File: config.mk
export PLATFORM = sky130hd
export DESIGN_NAME = pasabajas_biquad_param
export DESIGN_NICKNAME = d
export VERILOG_FILES = /design/src/rtl/pasabajas_biquad_param.sv
export SDC_FILE = /design/constraint.sdc
export NUM_CORES = 2
export LEC_CHECK = 0
export ABC_CLOCK_PERIOD_IN_PS = 15200
export CORE_ASPECT_RATIO = 0.75
export CORE_MARGIN = 10
export CORE_UTILIZATION = 40
export DETAILED_ROUTE_END_ITERATION = 6
export MAX_ROUTING_LAYER = met4
export PLACE_DENSITY = 0.62
export SYNTH_ARGS = -nofsm -noshare
export SYNTH_HDL_FRONTEND = slang
export SYNTH_SLANG_ARGS = --single-unit
File: constraint.sdc
create_clock -name clk -period 15.2 [get_ports clk]
set_clock_uncertainty 0.1 [all_clocks]
set_input_delay 3.8 -clock clk [delete_from_list [all_inputs] [get_ports clk]]
set_output_delay 3.8 -clock clk [all_outputs]
set_load 0.02 [all_outputs]
File: src/rtl/pasabajas_biquad_param.sv
// pasabajas_biquad_param: runtime-programmable direct-form-I biquad using one shared multiplier
// Ports:
//   clk, rst (async active-low)      clock and reset
//   rx, u                            sample strobe and W-bit input sample
//   clr                              clear history and sticky flags (idle only)
//   coef_we, coef_addr, coef_data    coefficient write: 0=b0 1=b1 2=b2 3=a1 4=a2
//   rx_2, y                          done pulse and held filtered output
//   busy, sat, ovr                   in progress, sticky saturation, sticky dropped strobe
module pasabajas_biquad_param #(
  parameter int W  = 25,
  parameter int F  = 15,
  parameter int AW = 2*W+3
) (
  input  logic         clk,
  input  logic         rst,
  input  logic         rx,
  input  logic [W-1:0] u,
  input  logic         clr,
  input  logic         coef_we,
  input  logic [2:0]   coef_addr,
  input  logic [W-1:0] coef_data,
  output logic         rx_2,
  output logic [W-1:0] y,
  output logic         busy,
  output logic         sat,
  output logic         ovr
);
  typedef enum logic [1:0] {IDLE, MAC, SAT, DONE} state_t;
  localparam logic [W-1:0] ONE = W'(1) << F;
  state_t state_q, state_d;
  logic [2:0] k_q, k_d;
  logic signed [W-1:0] x0_q, x0_d, x1_q, x1_d, x2_q, x2_d;
  logic signed [W-1:0] y1_q, y1_d, y2_q, y2_d, y_q, y_d, y_new_q, y_new_d;
  logic signed [W-1:0] coef_q [5];
  logic signed [W-1:0] coef_d [5];
  logic signed [AW-1:0] acc_q, acc_d;
  logic rx_2_q, rx_2_d, busy_q, busy_d, sat_q, sat_d, ovr_q, ovr_d;
  logic signed [W-1:0] c_k, o_k;
  logic [2*W-1:0] prod;
  logic signed [AW-1:0] prod_x, sh;
  logic fits;
  assign rx_2 = rx_2_q;
  assign y    = y_q;
  assign busy = busy_q;
  assign sat  = sat_q;
  assign ovr  = ovr_q;
  always_comb begin
    c_k = (k_q == 3'd0) ? coef_q[0] : (k_q == 3'd1) ? coef_q[1] : (k_q == 3'd2) ? coef_q[2] :
          (k_q == 3'd3) ? coef_q[3] : coef_q[4];
    o_k = (k_q == 3'd0) ? x0_q : (k_q == 3'd1) ? x1_q : (k_q == 3'd2) ? x2_q :
          (k_q == 3'd3) ? y1_q : y2_q;
    // both operands sign-extended to 2W so the low 2W bits are the exact signed product
    prod   = {{W{c_k[W-1]}}, c_k} * {{W{o_k[W-1]}}, o_k};
    prod_x = {{(AW-2*W){prod[2*W-1]}}, prod};
    sh     = acc_q >>> F;
    // result fits in W bits when everything above the W-bit sign position agrees
    fits   = (&sh[AW-1:W-1]) | ~(|sh[AW-1:W-1]);
    state_d = state_q;
    k_d     = k_q;
    x0_d    = x0_q;
    x1_d    = x1_q;
    x2_d    = x2_q;
    y1_d    = y1_q;
    y2_d    = y2_q;
    y_d     = y_q;
    y_new_d = y_new_q;
    acc_d   = acc_q;
    coef_d  = coef_q;
    rx_2_d  = 1'b0;
    busy_d  = busy_q;
    sat_d   = sat_q;
    ovr_d   = ovr_q;
    case (state_q)
      IDLE: begin
        if (clr) begin
          x1_d  = '0;
          x2_d  = '0;
          y1_d  = '0;
          y2_d  = '0;
          sat_d = 1'b0;
          ovr_d = 1'b0;
        end
        if (rx) begin
          x0_d    = u;
          acc_d   = '0;
          busy_d  = 1'b1;
          k_d     = 3'd0;
          state_d = MAC;
        end else if (coef_we) begin
          for (int i = 0; i < 5; i++)
            if (coef_addr == 3'(i)) coef_d[i] = coef_data;
        end
      end
      MAC: begin
        acc_d   = (k_q >= 3'd3) ? acc_q - prod_x : acc_q + prod_x;
        k_d     = k_q + 3'd1;
        state_d = (k_q == 3'd4) ? SAT : MAC;
      end
      SAT: begin
        y_new_d = fits ? sh[W-1:0] : sh[AW-1] ? {1'b1, {(W-1){1'b0}}} : {1'b0, {(W-1){1'b1}}};
        sat_d   = sat_q | ~fits;
        state_d = DONE;
      end
      default: begin
        y_d     = y_new_q;
        rx_2_d  = 1'b1;
        x2_d    = x1_q;
        x1_d    = x0_q;
        y2_d    = y1_q;
        y1_d    = y_new_q;
        busy_d  = 1'b0;
        state_d = IDLE;
      end
    endcase
    if (rx && state_q != IDLE) ovr_d = 1'b1;
  end
  always_ff @(posedge clk or negedge rst) begin
    if (!rst) begin
      state_q   <= IDLE;
      k_q       <= '0;
      x0_q      <= '0;
      x1_q      <= '0;
      x2_q      <= '0;
      y1_q      <= '0;
      y2_q      <= '0;
      y_q       <= '0;
      y_new_q   <= '0;
      acc_q     <= '0;
      coef_q[0] <= ONE;
      coef_q[1] <= '0;
      coef_q[2] <= '0;
      coef_q[3] <= '0;
      coef_q[4] <= '0;
      rx_2_q    <= 1'b0;
      busy_q    <= 1'b0;
      sat_q     <= 1'b0;
      ovr_q     <= 1'b0;
    end else begin
      state_q <= state_d;
      k_q     <= k_d;
      x0_q    <= x0_d;
      x1_q    <= x1_d;
      x2_q    <= x2_d;
      y1_q    <= y1_d;
      y2_q    <= y2_d;
      y_q     <= y_d;
      y_new_q <= y_new_d;
      acc_q   <= acc_d;
      coef_q  <= coef_d;
      rx_2_q  <= rx_2_d;
      busy_q  <= busy_d;
      sat_q   <= sat_d;
      ovr_q   <= ovr_d;
    end
  end
endmodule

==> flow_summary.toml <==
[synthesis]
ys_ff_latch = 362
synth_cell_types = 96
ys_seq_area_share_pct = 21.3
synthFlopType = "dfrtp_1"
synthCells = 4486
synth_fp_nets = 5407
yosysWarnings = 0
synthesis.area_um2 = 42600
avgSynthCellArea_um2 = 9.49
ys_async_sr_fraction_pct = 100
synth-edff-count = 0

[die]
die_area_um2 = 120000
rows = 103
pin_count = 87
die_w_um = 397
start_util_pct = 40.4
core_um2 = 105000
fp.dieH_um = 303

[detailed_routing]
drt-total-wl_mm = 127
route.vias.total = 32343
ant_nets = 0
via_per_inst = 5.47
wire_per_inst_um = 21.4
first_pass_iters = 6
detail_route.iter0.violations = 3065
drc_errors = 0

[sta]
hold_violations = 0
setup_tns_ps = 0
final_max_slew_viol_count = 0
rsz0062_at_grt = "false"
min_period_ps = 13740
slew_headroom_pct = 9.87
final-setup-viol-count = 0
clock.fmax_mhz = 72.8
worst_pin_slew_ps = 1330
timing.hold.ws_ps = 381
fin_crit_sh_pct = 90.4

[cts]
cts_tree = "built"
insertion_delay_ps = 590
cts_root_buf = "clkbuf_16"
cts-hold-fix-buffers = 0
clock_sinks = 362
cts_buffers = 41
path_clk_slew_ps = 60
cts_resized = 0
htreeDepth = 2
cts_setup_buffers = 0
ctsLongestPathBuffers = 3

[setup_path]
start_kind = "register"
cp_slowest_cell = "mux2i_2"
cp_common_cell = "fa_1"
path_max_fanout = 18
endpoint_kind = "register"
required_ps = 15540
crit_arrival_ps = 14080
cpPeakStageDelay_ps = 1050
path_class = "register to register"

[grt]
grt_first_pass_wirelength_mm = 199
grt_overflow = 0
grt_pass1_vias = 32190
track_usage_pct = 21.8
antenna_found_initial = 2
grtUsageMet1_pct = 32.8
grt_max_degree = 101
use_met2_pct = 29.1
grt.busiest_layer = "met1"
use_met3_pct = 6.52

[worst_hold_path]
hold_path.class = "register to register"

[final_layout]
area_delta_synth_final_pct = 9.01
fin_util_pct = 44.0
n_antenna_cell = 0
reg_top3 = "coef_q x125, acc_q x53"
fillers = 10328
drive_gt1_share_pct = 9.86
fin_nets = 5393
largest_reg_flops = 125
top_register = "coef_q"

[placement]
routabilityCongestion = 0.947
port_buffers = 86
dpl.hpwl_mm = 100

[outcome]
status = "finished, final reports clean"

[job]
drv_cap = 0
-- cell usage in the layout (no fill, tap or decap), types with 7 or more instances in the layout --
| cell type | n |
|---|---|
| a2111oi_0 | 7 |
| a211oi_1 | 17 |
| a21o_1 | 46 |
| a21oi_1 | 171 |
| a22o_1 | 109 |
| a31oi_1 | 21 |
| and2_1 | 20 |
| and3_1 | 22 |
| buf_4 | 70 |
| clkbuf_1 | 12 |
| clkbuf_16 | 41 |
| clkbuf_8 | 8 |
| clkdlybuf4s50_1 | 85 |
| dfrtp_1 | 361 |
| fa_1 | 659 |
| ha_1 | 203 |
| inv_1 | 704 |
| mux2_2 | 212 |
| mux2i_1 | 80 |
| mux2i_2 | 14 |
| nand2_1 | 486 |
| nand2b_1 | 30 |
| nand3_1 | 41 |
| nand4_1 | 19 |
| nor2_1 | 438 |
| nor2b_1 | 13 |
| nor3_1 | 24 |
| nor4_1 | 15 |
| o211ai_1 | 17 |
| o21a_1 | 23 |
| o21ai_0 | 205 |
| o21ai_2 | 7 |
| o21bai_1 | 12 |
| o31ai_1 | 7 |
| or2_2 | 32 |
| or3_1 | 7 |
| xnor2_1 | 73 |
| xor2_1 | 59 |
-- stage by stage --
step | instance area (µm²) | setup slack [ps] | instances
after floorplan | 42600 | 3780 | 4486
after global placement | 45100 | 1920 | 5846
after detailed placement | 45100 | 1650 | 5846
after CTS | 46400 | 1560 | 5918
after global routing | 46400 | 611 | 5918
final | 46400 | 1460 | 5918
-- critical path, delay by kind of cell, from the launching register on --
kind	cells	cell delay (ps)
compound gates	12	2500
xor+xnor	3	570
fa+ha+maj	10	5040
buf+inv	6	760
flops	1	520
mux	2	1280
simple gates	11	2790
-- per-layer routing --
metal  vias up  routed length, µm
li1      14360                  -
met1     16608              60300
met2      1261              51000
met3       114              13600
met4         0               1640
met5         -                  0
-- cell usage after synthesis, types with 20 or more instances --
| library cell | n | area share [%] |
|---|---|---|
| nand2_1 | 488 | 4.3 |
| and3_1 | 22 | 0.32 |
| xor2_1 | 59 | 1.2 |
| nand3_1 | 42 | 0.49 |
| dfrtp_1 | 361 | 21 |
| inv_1 | 704 | 6.2 |
| or2_2 | 32 | 0.47 |
| a21oi_1 | 173 | 2.0 |
| buf_1 | 20 | 0.18 |
| o21a_1 | 23 | 0.41 |
| a21o_1 | 47 | 0.83 |
| nor2_1 | 441 | 3.9 |
| and2_1 | 20 | 0.29 |
| nor3_1 | 24 | 0.28 |
| a22o_1 | 109 | 2.2 |
| o21ai_0 | 205 | 2.4 |
| fa_1 | 659 | 31 |
| nand2b_1 | 31 | 0.46 |
| a31oi_1 | 24 | 0.35 |
| mux2_2 | 212 | 5.6 |
| mux2i_1 | 96 | 2.3 |
| clkbuf_1 | 174 | 1.5 |
| xnor2_1 | 73 | 1.5 |
| ha_1 | 204 | 6.0 |
-- final cells by class --
cell class	instances	area (µm²)	area share [%]
Multi-Input combinational cell	3205	30200	65.0
Sequential cell	362	9060	19.5
Inverter	705	2650	5.70
Tap cell	1417	1770	3.82
Timing Repair Buffer	157	1410	3.04
Clock buffer	61	1180	2.54
Clock inverter	11	158	0.340
-- final timing paths --
kind / slack [ps] / start / cells past startpoint / endpoint
min in group asynchronous: 3070 / rst / 1 / x2_q[2]$_DFFE_PN0P_
max in group asynchronous: 9670 / rst / 3 / acc_q[37]$_DFFE_PN0P_
worst max register to register: 1460 / k_q[2]$_DFFE_PN0P_ / 44 / acc_q[52]$_DFFE_PN0P_
worst min register to register: 380 / acc_q[7]$_DFFE_PN0P_ / 2 / acc_q[7]$_DFFE_PN0P_
worst max-delay path: 1460 / k_q[2]$_DFFE_PN0P_ / 44 / acc_q[52]$_DFFE_PN0P_
worst min-delay path: 380 / acc_q[7]$_DFFE_PN0P_ / 2 / acc_q[7]$_DFFE_PN0P_
-- kinds of logic after synthesis --
| family | share of synthesized area (%) |
|---|---|
| adder cells (fa/ha/maj) | 37.0 |
| buffers and inverters | 8.27 |
| multiplexers | 7.86 |
| AO/OA/AOI/OAI | 10.9 |
| AND/OR/NAND/NOR | 12.0 |
| flip-flops | 21.3 |
| XOR/XNOR | 2.71 |
Power is not shown: default switching activity piles up to over one toggle a cycle in this logic, so the estimate is an artifact.
